$ cat src/rtl/mem_access_ctrl_pkg.sv
// Shared op/state encodings and lane helpers for the MEM-stage data-memory sequencer.
package mem_access_ctrl_pkg;

    typedef enum logic [2:0] {
        OpLb  = 3'd0,
        OpLbu = 3'd1,
        OpLh  = 3'd2,
        OpLhu = 3'd3,
        OpLw  = 3'd4,
        OpSb  = 3'd5,
        OpSh  = 3'd6,
        OpSw  = 3'd7
    } op_e;

    typedef enum logic [1:0] {
        StIdle = 2'd0,
        StReq  = 2'd1,
        StErr  = 2'd2,
        StDone = 2'd3
    } state_e;

    typedef enum logic [1:0] {
        SzByte,
        SzHalf,
        SzWord
    } size_e;

    function automatic size_e op_size(op_e op);
        case (op)
            OpLb, OpLbu, OpSb: return SzByte;
            OpLh, OpLhu, OpSh: return SzHalf;
            default:           return SzWord;
        endcase
    endfunction

    function automatic logic is_store(op_e op);
        return op inside {OpSb, OpSh, OpSw};
    endfunction

    function automatic logic misaligned(op_e op, logic [1:0] a);
        case (op_size(op))
            SzHalf:  return a[0];
            SzWord:  return a != 2'b00;
            default: return 1'b0;
        endcase
    endfunction

    // Little-endian lanes: bit i enables bits 8i+7:8i.
    function automatic logic [3:0] byte_en(op_e op, logic [1:0] a);
        case (op_size(op))
            SzByte:  return 4'(4'b0001 << a);
            SzHalf:  return a[1] ? 4'b1100 : 4'b0011;
            default: return 4'b1111;
        endcase
    endfunction

    function automatic logic [31:0] store_data(op_e op, logic [31:0] wd);
        case (op)
            OpSb:    return {4{wd[7:0]}};
            OpSh:    return {2{wd[15:0]}};
            OpSw:    return wd;
            default: return 32'h0;
        endcase
    endfunction

endpackage

$ cat src/rtl/load_align_extend.sv
// Combinational load lane select and sign/zero extension of returned memory data.
module load_align_extend
    import mem_access_ctrl_pkg::*;
(
    input  logic [2:0]  op_i,
    input  logic [1:0]  addr_lo_i,
    input  logic [31:0] rdata_i,
    output logic [31:0] result_o
);

    logic [7:0]  byte_sel;
    logic [15:0] half_sel;

    always_comb begin
        case (addr_lo_i)
            2'd0:    byte_sel = rdata_i[7:0];
            2'd1:    byte_sel = rdata_i[15:8];
            2'd2:    byte_sel = rdata_i[23:16];
            default: byte_sel = rdata_i[31:24];
        endcase
        half_sel = addr_lo_i[1] ? rdata_i[31:16] : rdata_i[15:0];

        case (op_e'(op_i))
            OpLb:    result_o = {{24{byte_sel[7]}}, byte_sel};
            OpLbu:   result_o = {24'h0, byte_sel};
            OpLh:    result_o = {{16{half_sel[15]}}, half_sel};
            OpLhu:   result_o = {16'h0, half_sel};
            OpLw:    result_o = rdata_i;
            default: result_o = 32'h0;
        endcase
    end

endmodule

$ cat src/rtl/mem_access_ctrl.sv
// MEM-stage sequencer: alignment check, req/ack data-memory handshake with timeout,
// store lane replication and load extension; stalls the pipeline until completion.
module mem_access_ctrl
    import mem_access_ctrl_pkg::*;
#(
    parameter int unsigned TimeoutCyc = 16
) (
    input  logic        clk_i,
    input  logic        rst_ni,
    input  logic        start_i,
    input  logic [2:0]  op_i,
    input  logic [31:0] addr_i,
    input  logic [31:0] wdata_i,
    output logic        stall_o,
    output logic        done_o,
    output logic [31:0] read_data_o,
    output logic        align_err_o,
    output logic        bus_err_o,
    output logic        mem_req_o,
    output logic        mem_we_o,
    output logic [31:0] mem_addr_o,
    output logic [3:0]  mem_byte_en_o,
    output logic [31:0] mem_wdata_o,
    input  logic        mem_ack_i,
    input  logic [31:0] mem_rdata_i
);

    localparam logic [7:0] CntLast = 8'(TimeoutCyc - 1);

    state_e      state_q, state_d;
    op_e         op_q, op_d;
    logic [31:0] addr_q, addr_d;
    logic [31:0] wdata_q, wdata_d;
    logic [7:0]  cnt_q, cnt_d;
    logic [31:0] rdata_q, rdata_d;
    logic        align_err_q, align_err_d;
    logic        bus_err_q, bus_err_d;
    logic [31:0] load_result;
    op_e         op_in;

    assign op_in = op_e'(op_i);

    load_align_extend u_load_align_extend (
        .op_i      (op_q),
        .addr_lo_i (addr_q[1:0]),
        .rdata_i   (mem_rdata_i),
        .result_o  (load_result)
    );

    always_ff @(posedge clk_i or negedge rst_ni) begin
        if (!rst_ni) begin
            state_q     <= StIdle;
            op_q        <= OpLb;
            addr_q      <= 32'h0;
            wdata_q     <= 32'h0;
            cnt_q       <= 8'h0;
            rdata_q     <= 32'h0;
            align_err_q <= 1'b0;
            bus_err_q   <= 1'b0;
        end else begin
            state_q     <= state_d;
            op_q        <= op_d;
            addr_q      <= addr_d;
            wdata_q     <= wdata_d;
            cnt_q       <= cnt_d;
            rdata_q     <= rdata_d;
            align_err_q <= align_err_d;
            bus_err_q   <= bus_err_d;
        end
    end

    always_comb begin
        state_d     = state_q;
        op_d        = op_q;
        addr_d      = addr_q;
        wdata_d     = wdata_q;
        cnt_d       = cnt_q;
        rdata_d     = rdata_q;
        align_err_d = align_err_q;
        bus_err_d   = bus_err_q;
        case (state_q)
            StIdle: begin
                if (start_i) begin
                    rdata_d     = 32'h0;
                    bus_err_d   = 1'b0;
                    cnt_d       = 8'h0;
                    if (misaligned(op_in, addr_i[1:0])) begin
                        align_err_d = 1'b1;
                        state_d     = StErr;
                    end else begin
                        align_err_d = 1'b0;
                        op_d        = op_in;
                        addr_d      = addr_i;
                        wdata_d     = store_data(op_in, wdata_i);
                        state_d     = StReq;
                    end
                end
            end
            StReq: begin
                // An ack on the final allowed cycle still wins over the timeout.
                if (mem_ack_i) begin
                    rdata_d = is_store(op_q) ? 32'h0 : load_result;
                    state_d = StDone;
                end else if (cnt_q == CntLast) begin
                    bus_err_d = 1'b1;
                    state_d   = StDone;
                end else begin
                    cnt_d = cnt_q + 8'd1;
                end
            end
            StErr:   state_d = StDone;
            default: state_d = StIdle;
        endcase
    end

    always_comb begin
        stall_o       = (state_q == StIdle && start_i) || state_q == StReq || state_q == StErr;
        done_o        = state_q == StDone;
        align_err_o   = done_o && align_err_q;
        bus_err_o     = done_o && bus_err_q;
        read_data_o   = rdata_q;
        mem_req_o     = state_q == StReq;
        mem_we_o      = mem_req_o && is_store(op_q);
        mem_addr_o    = mem_req_o ? {addr_q[31:2], 2'b00} : 32'h0;
        mem_byte_en_o = mem_req_o ? byte_en(op_q, addr_q[1:0]) : 4'h0;
        mem_wdata_o   = mem_req_o ? wdata_q : 32'h0;
    end

endmodule
$ cat config.mk
export PLATFORM = sky130hd
export DESIGN_NAME = mem_access_ctrl
export DESIGN_NICKNAME = d
export VERILOG_FILES = /design/src/rtl/mem_access_ctrl_pkg.sv /design/src/rtl/load_align_extend.sv /design/src/rtl/mem_access_ctrl.sv
export SDC_FILE = /design/constraint.sdc
export NUM_CORES = 1
export LEC_CHECK = 0
export CAP_MARGIN = 20
export CORE_MARGIN = 2
export CORE_UTILIZATION = 46
export DETAILED_ROUTE_END_ITERATION = 16
export HOLD_SLACK_MARGIN = 0.02
export PLACE_DENSITY = 0.84
export RECOVER_POWER = 25
export SLEW_MARGIN = 20
export SYNTH_ARGS = -nofsm -noshare
export SYNTH_HDL_FRONTEND = slang
export SYNTH_SLANG_ARGS = --single-unit
export TNS_END_PERCENT = 10
$ cat constraint.sdc
create_clock -name clk_i -period 2.7 [get_ports clk_i]
set_input_delay 0.54 -clock clk_i [delete_from_list [all_inputs] [get_ports clk_i]]
set_output_delay 0.54 -clock clk_i [all_outputs]
set_load 0.02 [all_outputs]
==> reports/metrics.csv <==
metric,value,unit
TritonCTS buffer count,9,
initial DRC count,406,
initial antenna violation count,0,
gr usage total,0.247,
Placer Congestion,0.918,
largest area contributor in the netlist,dfrtp_1,
HP Class,reg -> reg,
Vias,5294,
area grow syn2layout,40.7,%
Port Buf Inserts,206,
CP Launch Type,register,
later-pin clock latency in the skew report,0.36,ns
die area,14300,sq um
CTS sink cnt,111,
H-tree depth,3,
Worst-Margin Slew,1.97,ns
Detail Route Antenna Nets,0,
width of the die,119,um
max cap viols,1,
Slew Limit Fails,36,
status,"complete, but fails checks",
DRC,0,
top-count cell post-synth,dfrtp_1,
Pwr Total,8.05,mW
vias per cell,5.63,
post-route minimum period,2.54,ns
Post-Syn Area,6130,sq um
Critical Path AT,2.00,ns
Worst EP required,2.16,ns
ranking of synthesized cells by area,"dfrtp_1, mux2_2, and2_1",
Initial Util,0.467,
register bit count reported by yosys,111,
final hold vios,0,
synthesized area per cell,10.8,sq um
fmax,0.394,GHz
Power Dens Cells,932,nW/um^2
num ports,209,
Max VDD drop,0.000409,V
fin nets,867,
Most used DFF post-synth,dfrtp_1,
post-synth cell types,56,
Leakage,4.10,nW
area share of the largest cell type after synthesis,0.453,
"Async S/R FF share, synth",1.00,
Rows,42,
clock-pin slew on the worst setup and hold paths,0.07,ns
Post-Syn Instances,568,
Diodes inserted,0,
Worst R2R Setup Slack,0.33,ns
RSZ-0062 raised after global routing,no,
Core Region,13100,sq um
register area share after synthesis,0.453,
ratio of cells with drive above 1 in the final layout,0.166,
Detail Placement HPWL,12.8,mm
fin crit share,0.940,
synth warn,0,
Die H,119,um
WL/cell,18.6,um
failing checks,"max-capacitance violations, max-slew violations",
CTS tree,built,
final setup skew,0.00875,ns
final setup margin,0.163,ns
grt ovf,0,
Pre-antenna DRT Iters,6,
root buffer cell,clkbuf_16,
hold_ws,0.480,ns
setup TNS,0,ns
largest net degree at the start of global routing,78,
Rel. slew slack,-0.315,
CP Capture Type,primary output,
first-pass GRT wire length,27.6,mm
vias in the first global route,5320,
"worst slack, placed",0.0697,ns
routed wire length,17.5,mm
Crit Path Category,reg -> out,
FILL cells,1026,
CP Max Fanout,10,
synth cell count leaders,"dfrtp_1, mux2_2, and2_1",
final setup fails,0,
number of synthesized flops with an enable pin,0,
maximum root-to-sink buffer count,2,
## per-stage QoR
stage	cell area, sq um	std cells	util
detailed placement	8370	922	0.637
global route	8630	940	0.657
finish	8630	940	0.657
floorplan	6140	569	-
CTS	8640	940	0.658
global placement	8360	922	0.636
## final timing paths
check	start	to	depth (start not counted)
hold / removal	read_data_o[5]$_DFFE_PN0P_	read_data_o[5]$_DFFE_PN0P_	2
max in group asynchronous	rst_ni	read_data_o[10]$_DFFE_PN0P_	2
min in group asynchronous	rst_ni	read_data_o[0]$_DFFE_PN0P_	1
setup / recovery	state_q[1]$_DFFE_PN0P_	mem_wdata_o[0]	6
setup reg to reg	state_q[1]$_DFFE_PN0P_	read_data_o[4]$_DFFE_PN0P_	9
hold reg to reg	read_data_o[5]$_DFFE_PN0P_	read_data_o[5]$_DFFE_PN0P_	2
## cell families (layout without fill, tap and decap cells)
group | Yosys count | count (layout) | share of synthesized area
AOI/OAI and AO/OA | 111 | 111 | 0.137
adders and majority gates | 5 | 5 | 0.0102
buffers and inverters | 60 | 255 | 0.0473
muxes | 99 | 99 | 0.189
other | 1 | 2 | 0.000612
xor gates and xnor gates | 3 | 3 | 0.00429
and+or+nand+nor | 178 | 178 | 0.159
DFF | 111 | 111 | 0.453
## where the power goes
| group | switching (mW) | internal [mW] | total (mW) |
|---|---|---|---|
| sequential | 0.371 | 2.26 | 2.63 |
| clock | 0.628 | 0.779 | 1.41 |
| combinational | 2.12 | 1.88 | 4.01 |
| total | 3.12 | 4.93 | 8.05 |
## placed cells by master, fill, tap and decap left out, types with 3 or more instances in the layout
| master | n |
|---|---|
| a211o_1 | 7 |
| mux2i_1 | 18 |
| dlygate4sd2_1 | 67 |
| nor2_1 | 24 |
| a221o_1 | 17 |
| a22oi_1 | 17 |
| mux2_4 | 11 |
| dfrtp_1 | 110 |
| o21ai_0 | 25 |
| or2_2 | 3 |
| and2_1 | 58 |
| nor3b_1 | 4 |
| ha_1 | 4 |
| mux2_2 | 67 |
| a22o_1 | 8 |
| clkbuf_16 | 9 |
| nand2b_1 | 4 |
| buf_12 | 3 |
| inv_1 | 12 |
| nor2b_1 | 23 |
| clkinvlp_4 | 3 |
| a21oi_1 | 12 |
| nand3_1 | 17 |
| clkdlybuf4s50_1 | 136 |
| a222oi_1 | 7 |
| nor4_1 | 3 |
| nand2_1 | 30 |
| buf_4 | 16 |
## final cells by class
type / count / area [sq um] / area share
Clock buffer: 11 / 253 / 0.0293
Tap cell: 176 / 220 / 0.0255
Timing Repair Buffer: 226 / 2170 / 0.251
Multi-Input combinational cell: 398 / 3090 / 0.358
Inverter: 13 / 52.6 / 0.00609
Clock inverter: 5 / 65.1 / 0.00754
Sequential cell: 111 / 2780 / 0.322
## state kept, by name (all words and copies together) (netlist names)
| name | flops |
|---|---|
| state_q | 2 |
| wdata_q | 32 |
| cnt_q | 8 |
| align_err_q | 1 |
| bus_err_q | 1 |
| read_data_o | 32 |
| op_q | 3 |
| addr_q | 32 |
## critical path, stage by stage (launching register included)
cell and delay [ns]:
dfrtp_1 0.40, inv_1 0.11, ha_2 0.28, clkinvlp_4 0.17, buf_12 0.17, nor2_1 0.15
dlygate4sd2_1 0.35
## repair_timing
| item | CTS | global route |
|---|---|---|
| hold buffers | 0 | 0 |
| endpoints found under the setup margin | 68 | 2 |
| resized for setup | 70 | 2 |
| endpoints found under the hold margin | 0 | 0 |
| buffers inserted | 2 | 0 |
| cloned | 0 | 0 |
## per-layer routing
| metal | part of all wire | GRT usage | vias to the layer above |
|---|---|---|---|
| met5 | 0 | 0 | - |
| met4 | 0.030 | 0.0971 | 0 |
| met3 | 0.084 | 0.0642 | 40 |
| met2 | 0.48 | 0.403 | 274 |
| met1 | 0.40 | 0.314 | 2567 |
| li1 | - | - | 2413 |
(Power assumes the default switching activity.)
